<file path="src/rtl/bfp_pkg.sv">
// Shared types and constants for the block-floating-point shift controller.
package bfp_pkg;

  localparam int LANES   = 16;
  localparam int CNT_W   = 5;
  localparam int MAX_CNT = 24;

  typedef enum logic [1:0] {IDLE, ACCUM, PUBLISH} state_t;

  typedef logic [LANES-1:0][CNT_W-1:0] cnt_arr_t;

  // a - b, floored at zero (headroom minus guard bits never goes negative)
  function automatic logic [CNT_W-1:0] sat_sub(input logic [CNT_W-1:0] a,
                                               input logic [CNT_W-1:0] b);
    return (a > b) ? (a - b) : '0;
  endfunction

endpackage

</file>
<file path="src/rtl/bfp_min_tree.sv">
// Stage 1: clamp every lane's headroom count to MAX_CNT and register the
// minimum across the beat together with its valid.
module bfp_min_tree
  import bfp_pkg::*;
(
  input  logic                        clk,
  input  logic                        rstn,
  input  logic                        in_valid,
  input  logic [LANES-1:0][CNT_W-1:0] in_cnt,
  output logic                        out_valid,
  output logic [CNT_W-1:0]            out_min
);

  localparam logic [CNT_W-1:0] CNT_MAX = CNT_W'(MAX_CNT);

  logic [LANES-1:0][CNT_W-1:0] clamped;
  logic [CNT_W-1:0]            min_c;

  for (genvar l = 0; l < LANES; l++) begin : g_clamp
    assign clamped[l] = (in_cnt[l] > CNT_MAX) ? CNT_MAX : in_cnt[l];
  end

  // linear min reduction; starts from the clamp ceiling
  always_comb begin
    min_c = CNT_MAX;
    for (int l = 0; l < LANES; l++)
      if (clamped[l] < min_c) min_c = clamped[l];
  end

  // register the beat minimum and its valid
  always_ff @(posedge clk or negedge rstn) begin
    if (!rstn) begin
      out_valid <= 1'b0;
      out_min   <= CNT_MAX;
    end else begin
      out_valid <= in_valid;
      out_min   <= min_c;
    end
  end

endmodule

</file>
<file path="src/rtl/bfp_shift_ctrl.sv">
// Block-floating-point scaling controller: frame-wide minimum headroom,
// one published shift per frame (valid/ack), cumulative block exponent.
module bfp_shift_ctrl
  import bfp_pkg::*;
#(
  parameter int FRAME_BEATS = 32,
  parameter int GUARD       = 1,
  parameter int EXP_W       = 6
) (
  input  logic                        clk,
  input  logic                        rstn,
  input  logic                        i_start,
  input  logic                        i_valid,
  input  logic [LANES-1:0][CNT_W-1:0] i_cnt,
  output logic                        o_shift_valid,
  output logic [CNT_W-1:0]            o_shift,
  input  logic                        i_shift_ack,
  output logic [EXP_W-1:0]            o_exp,
  output logic                        o_busy,
  output logic                        o_ovf
);

  localparam int               BEAT_W  = (FRAME_BEATS > 1) ? $clog2(FRAME_BEATS) : 1;
  localparam logic [CNT_W-1:0] CNT_MAX = CNT_W'(MAX_CNT);
  localparam logic [BEAT_W-1:0] LAST  = BEAT_W'(FRAME_BEATS - 1);

  state_t             state, nstate;
  logic               s1_valid;
  logic [CNT_W-1:0]   s1_min;
  logic [BEAT_W-1:0]  beat_cnt;
  logic [CNT_W-1:0]   run_min;
  logic [CNT_W-1:0]   shift_q, nshift;
  logic [EXP_W-1:0]   exp_q, nexp;
  logic               ovf_q, novf;

  logic               accept;
  logic               frame_done;
  logic [CNT_W-1:0]   frame_min;
  logic [CNT_W-1:0]   frame_shift;
  logic [EXP_W+CNT_W-1:0] exp_sum;
  logic [EXP_W-1:0]   exp_sat;

  // beats outside a transform are dropped, except the one that starts it
  assign accept = i_valid && ((state != IDLE) || i_start);

  bfp_min_tree u_min_tree (
    .clk       (clk),
    .rstn      (rstn),
    .in_valid  (accept),
    .in_cnt    (i_cnt),
    .out_valid (s1_valid),
    .out_min   (s1_min)
  );

  assign frame_min   = (s1_min < run_min) ? s1_min : run_min;
  // a start in this cycle flushes whatever beat sits in stage 1
  assign frame_done  = s1_valid && (beat_cnt == LAST) && !i_start;
  assign frame_shift = sat_sub(frame_min, CNT_W'(GUARD));

  assign exp_sum = {{CNT_W{1'b0}}, exp_q} + {{EXP_W{1'b0}}, shift_q};
  assign exp_sat = (|exp_sum[EXP_W+CNT_W-1:EXP_W]) ? '1 : exp_sum[EXP_W-1:0];

  // stage 2: beat counter and running minimum across the frame
  always_ff @(posedge clk or negedge rstn) begin
    if (!rstn) begin
      beat_cnt <= '0;
      run_min  <= CNT_MAX;
    end else if (i_start) begin
      beat_cnt <= '0;
      run_min  <= CNT_MAX;
    end else if (s1_valid) begin
      if (beat_cnt == LAST) begin
        beat_cnt <= '0;
        run_min  <= CNT_MAX;
      end else begin
        beat_cnt <= beat_cnt + BEAT_W'(1);
        run_min  <= frame_min;
      end
    end
  end

  // state, published shift, exponent and overflow flag
  always_ff @(posedge clk or negedge rstn) begin
    if (!rstn) begin
      state   <= IDLE;
      shift_q <= '0;
      exp_q   <= '0;
      ovf_q   <= 1'b0;
    end else begin
      state   <= nstate;
      shift_q <= nshift;
      exp_q   <= nexp;
      ovf_q   <= novf;
    end
  end

  // next-state: publish on frame end, retire on ack, drop result if still unacked
  always_comb begin
    nstate = state;
    nshift = shift_q;
    nexp   = exp_q;
    novf   = ovf_q;
    if (i_start) begin
      nstate = ACCUM;
      nshift = '0;
      nexp   = '0;
      novf   = 1'b0;
    end else begin
      case (state)
        ACCUM: begin
          if (frame_done) begin
            nstate = PUBLISH;
            nshift = frame_shift;
          end
        end
        PUBLISH: begin
          if (i_shift_ack) begin
            nexp = exp_sat;
            if (frame_done) nshift = frame_shift;
            else            nstate = ACCUM;
          end else if (frame_done) begin
            novf = 1'b1;
          end
        end
        default: ;
      endcase
    end
  end

  assign o_shift_valid = (state == PUBLISH);
  assign o_shift       = shift_q;
  assign o_exp         = exp_q;
  assign o_ovf         = ovf_q;
  assign o_busy        = (state != IDLE);

endmodule

</file>
<file path="config.mk">
export PLATFORM = sky130hd
export DESIGN_NAME = bfp_shift_ctrl
export DESIGN_NICKNAME = d
export VERILOG_FILES = /design/src/rtl/bfp_pkg.sv /design/src/rtl/bfp_min_tree.sv /design/src/rtl/bfp_shift_ctrl.sv
export SDC_FILE = /design/constraint.sdc
export NUM_CORES = 1
export LEC_CHECK = 0
export BUFFER_PORTS_ARGS = -buffer_cell sky130_fd_sc_hd__buf_2
export CAP_MARGIN = 10
export CORE_MARGIN = 3
export CORE_UTILIZATION = 30
export CTS_CLUSTER_SIZE = 16
export DETAILED_ROUTE_END_ITERATION = 6
export PLACE_DENSITY = 0.55
export SYNTH_ARGS = -nofsm -noshare
export SYNTH_HDL_FRONTEND = slang
export SYNTH_SLANG_ARGS = --single-unit
export TNS_END_PERCENT = 100
</file>
<file path="constraint.sdc">
create_clock -name clk -period 5.8 [get_ports clk]
set_clock_uncertainty 0.2 [all_clocks]
set_input_delay 0.29 -clock clk [delete_from_list [all_inputs] [get_ports clk]]
set_output_delay 0.29 -clock clk [all_outputs]
set_load 0.02 [all_outputs]
</file>
-- After elaboration in Yosys (flattened, before gate mapping)
Cells that the tools add are included.
- bits of input ports: 85
- bits in registers: 30
- logic and storage cells: 125
- output and inout port bits: 14
- reduce and logical (&&, ||, !) cells: 16
- eq/ne operators: 7
- $add $sub $neg: 3
- muxes and demuxes: 57
- $lt $le $gt $ge: 34
- operators with widths (kind ; number):
    two-way mux 5 bit ; 43
    > comparator 5 bit (second input constant) ; 16
    < comparator 5 bit ; 16
    two-way mux 6 bit ; 4
    one-hot mux 5 bit (2 select lines) ; 1
    nonzero test 2 bit ; 5
    two-way mux 2 bit ; 4
    adder 6 x 5 -> 7 bit ; 1
    != test 3 bit (second input constant) ; 2
    adder 5 x 1 -> 5 bit (second input constant) ; 1
    == test 5 bit (second input constant) ; 1
    > comparator 5 x 1 -> 1 bit (second input constant) ; 1
    < comparator 5 bit (second input constant) ; 1
    OR reduction 5 bit ; 1
    subtractor 5 x 1 -> 5 bit (second input constant) ; 1
    two-way mux 1 bit ; 4
    one-hot mux 2 bit (2 select lines) ; 1
    AND reduction 2 bit ; 2
    AND reduction 4 bit ; 1
    logical AND 1 bit ; 3
    != test 3 x 2 -> 1 bit (second input constant) ; 1
    AND reduction 3 bit ; 1
    nonzero test 3 bit ; 1
    == test 2 x 1 -> 1 bit (second input constant) ; 1
    4 further kinds ; 4

-- Logic depth before layout (Yosys ltp)
- depth after elaboration: 34
- mapped depth: 114
- mapped depth without buffers: 109

-- Modules after synthesis
A second synthesis with hierarchy kept.
- cells, all modules: 882
- area total of the unflattened synthesis: 6444.9 um^2
- by module, submodules not included (module ; seq. area each (um^2) ; area each (um^2) ; instances ; cells each):
    bfp_min_tree ; 152.6 ; 4872.2 ; 1 ; 713
    bfp_shift_ctrl ; 603.1 ; 1572.8 ; 1 ; 169

-- Worst setup path after synthesis
Ideal clock, no wire load.
- path kind: input -> register
- start: in i_cnt[8] in the netlist's numbering
- end: reg u_min_tree.out_min[3]
- path slack: -14.190 ns
- data arrival time: 19.715 ns
- setup time: 0.075 ns
- required time: 5.525 ns
- buffers on the path: 6
- stages on the path: 104
- cell sequence: buf_6 > nand2_1 > and2_1 > ha_1 > a21o_2 > or3_4 > a21bo_2 > mux2i_1 > ha_1 > nand2_1 > a221o_1 > o21ai_2 > a31oi_2 > mux2i_1 > inv_1 > ha_1 > o31ai_1 > o31ai_1 > [68 not listed] > or2_2 > nand2_1 > o21ai_0 > inv_1 > ha_1 > and3_1 > and2_1 > a21boi_0 > a31oi_1 > nor2_1 > o21a_2 > mux2_4 > ha_1 > and4_1 > a31oi_1 > nand2_1 > a21oi_4 > mux2i_1
- longest elaborated chain between the ends: 32
- RTL lines (what ; RTL line ; RTL):
    start, declared ; bfp_shift_ctrl.sv:14 ; input logic [LANES-1:0][CNT_W-1:0] i_cnt,
    > comparator 5 bit ; bfp_min_tree.sv:20 ; assign clamped[l] = (in_cnt[l] > CNT_MAX) ? CNT_MAX : in_cnt[l];
    two-way mux 5 bit * ; bfp_min_tree.sv:20 ;
    < comparator 5 bit ; bfp_min_tree.sv:27 ; if (clamped[l] < min_c) min_c = clamped[l];
    two-way mux 5 bit * ; bfp_min_tree.sv:27 ;
    < comparator 5 bit ; bfp_min_tree.sv:27 ;
    two-way mux 5 bit * ; bfp_min_tree.sv:27 ;
    < comparator 5 bit ; bfp_min_tree.sv:27 ;
    two-way mux 5 bit * ; bfp_min_tree.sv:27 ;
    [17 not listed] ; n/a ;
    two-way mux 5 bit * ; bfp_min_tree.sv:27 ;
    < comparator 5 bit ; bfp_min_tree.sv:27 ;
    two-way mux 5 bit * ; bfp_min_tree.sv:27 ;
    < comparator 5 bit ; bfp_min_tree.sv:27 ;
    two-way mux 5 bit * ; bfp_min_tree.sv:27 ;
    < comparator 5 bit ; bfp_min_tree.sv:27 ;
    two-way mux 5 bit * ; bfp_min_tree.sv:27 ;
    via u_min_tree.min_c[3] ; bfp_min_tree.sv:17 ; logic [CNT_W-1:0] min_c;
    end signal, assigned ; bfp_min_tree.sv:37 ; out_min <= min_c;
    end, declared ; bfp_min_tree.sv:11 ; output logic [CNT_W-1:0] out_min
Mark *: on every way through the listed nets, which the timed path passes. The rest lies on a longest branch.
A chain may end at the register's enable or synchronous reset.

-- Worst setup path after layout
- start: in i_cnt[9] in the netlist's numbering
- end: reg u_min_tree.out_min[0]
Same word-level chain as after synthesis.

==> impl_metrics.toml <==
[run_status]
status = "finished with violations"
violations = "setup timing"

[floorplan]
dieWidth_um = 150
io-pin-count = 99
core-area_sq_um = 19800
num_rows = 51
die_h_um = 150
die_area_sq_um = 22400
initial_core_util_pct = 31.2

[synth]
async_flop_share_pct = 100
ys_ff_latch = 30
synth_most_common_cell = "nand2_1"
yosys-top-cells-area = "dfrtp_1 (11%), ha_1 (7.1%), nand2_1 (6.8%), mux2i_1 (6.5%), nor2_1 (4.1%)"
yosys.area.top_type = "dfrtp_1"
synth_area_sq_um = 6180
synthFlopType = "dfrtp_1"
synth-warning-count = 0
ys_top_cells_by_count = "nand2_1 (112), nor2_1 (67), inv_1 (55)"
synth_top_area_share_pct = 10.5
synth_area_per_cell_sq_um = 7.44
postSynthCellCount = 831
ys_seq_area_share_pct = 12.2
synth_fp_nets = 952
synth.distinct_cells = 122
synth_edf_count = 0

[placement]
place_hpwl_um = 17000
dpl_cell_area_sq_um = 9240
port_buffers = 98
routabilityCongestion = 0.878

[clock_tree]
clk_pin_slew_worst_paths_ns = 0.05
cts_made_buffers = 5
clkLatencyLatePin_ns = 0.27
clockRootBuffer = "clkbuf_16"
cts_max_level = 2
cts.sink_count = 30
cts_buffer_depth = 2
cts_tree = "yes"

[grt]
grt_pass1_vias = 7452
grt_max_degree = 31
antenna_found_initial = 0
grt_usage_pct = 18.0
grt_overflow = 0
grt_pass1_wl_um = 34500

[cells_and_area]
area_growth_pct = 63.2
n_fill_cell = 1918
final_core_util_pct = 50.9
final_area_sq_um = 10100
diodes = 0
nNetsFinal = 1348
drive_above_1_share_pct = 49.3

[worst_setup_path]
cpPeakStageDelay_ns = 0.41
end_kind = "register"
crit_path_start = "i_cnt[9]"
required_ns = 5.78
crit_family = "compound AO/OA/AOI/OAI gates"
path_buf_inv = 14
cp_data_arrival_time_ns = 17.70
path_common_cell = "ha_4"
startpoint_type = "input pin"
crit_slowest_cell = "or3_4"
reg2reg_from = "u_min_tree.out_min[1]"
worst-setup-path-type = "input pin to register"
worstPathMaxFanout = 5

[routing]
viasPerCell = 5.05
drcViolationCount = 0
drt_iter0_drc = 191
wirelength_um = 20600
firstDrtPassIters = 5
vias = 7542
antenna_left = 0
wl_per_cell_um = 13.8

[hold_path]
min-delay-path-class = "input pin to register"
min-delay-start = "i_valid"

[timing]
max_freq_mhz = 56.4
worst_pin_slew_ns = 0.667
hold_violations = 0
rsz0062_at_grt = "true"
finalCritPeriodShare_pct = 305
fin_setup_tns_ns = -59.34
setup_ws_ns = -11.92
drv_slew = 0
setup_viol = 5
finalCriticalPeriod_ns = 17.72
slew-limit-headroom_pct = 55.5

[flow_run]
cap_violations = 0
[worst paths after layout]
| check | to | slack, ns | cells past startpoint |
|---|---|---|---|
| worst max register to register | o_shift[3] | 2.40 | 13 |
| min in group asynchronous | o_exp[1] | 0.38 | 2 |
| worst min-delay path | u_min_tree.out_valid | 0.03 | 2 |
| worst max-delay path | u_min_tree.out_min[0] | -11.92 | 103 |
| worst min register to register | o_shift[0] | 0.33 | 2 |
| max in group asynchronous | o_exp[3] | 4.58 | 2 |
[placed cells by master, fill, tap and decap left out, types with 6 or more instances in the layout]
cell      count
o22ai_1      14
a21oi_1      41
nor2_1       64
o21ai_1       7
ha_1         20
a21o_1       10
a22oi_1       9
nor2b_1       9
buf_2        96
nand2b_1     10
o21ai_2       6
o21ai_0      32
buf_4       325
o211ai_1      9
inv_1        47
ha_4         14
mux2i_1      33
a31oi_1      13
mux2_4        8
a211oi_1     14
and3_1        7
nand3_1      14
and2_1       16
inv_2         6
o21a_1       12
nand2_1     107
nor3_1       16
dfrtp_1      26
[layer usage]
layer,track usage [%],up-vias,routed length (um)
met2,32.6,133,10300
met3,1.21,17,601
met1,24.0,3497,9530
li1,-,3895,-
met4,2.75,0,189
met5,0,-,0
[flip-flops by register name, indices dropped and copies added (netlist names)]
register and flops:
state 2, o_ovf 1, o_shift 5, beat_cnt 5, o_exp 6, u_min_tree.out_min 5, run_min 5, u_min_tree.out_valid 1
[cell type report]
cell class | count | area, sq um | area share [%]
clock buffers | 6 | 139 | 1.38
clock inverters | 2 | 12.5 | 0.124
inverters | 55 | 211 | 2.10
multi-input cells | 709 | 5660 | 56.1
flip-flops and latches | 30 | 756 | 7.49
well taps | 265 | 332 | 3.29
repair buffers | 426 | 2980 | 29.5
[stage by stage]
step	std cells	hold slack, ns	setup WS (ns)
after floorplan	831	-0.206	-12.83
after global placement	1435	0.166	-12.26
after detailed placement	1435	0.163	-12.72
after CTS	1482	0.0305	-11.75
after global routing	1493	0.0369	-12.74
final	1493	0.0333	-11.92
[repair_timing]
action	in CTS	in global routing
endpoints found under the setup margin	5	5
gates resized for setup	41	21
endpoints found under the hold margin	26	0
hold buffers	1	0
pin swaps	53	27
buffers inserted	38	12
[kinds of logic (layout without fill, tap and decap cells)]
logic type      after synthesis  after routing  synth area share [%]
compound gates              283            283                  35.4
xor+xnor                      7              7                 0.992
fa+ha+maj                    41             41                  8.28
buf+inv                      92            489                  6.80
flops                        30             30                  12.2
mux                          57             57                  10.2
simple gates                321            321                  26.1
Power is left out: the tool's default activity adds up to more than one toggle a clock period on the data nets, which glitch-free logic cannot reach.
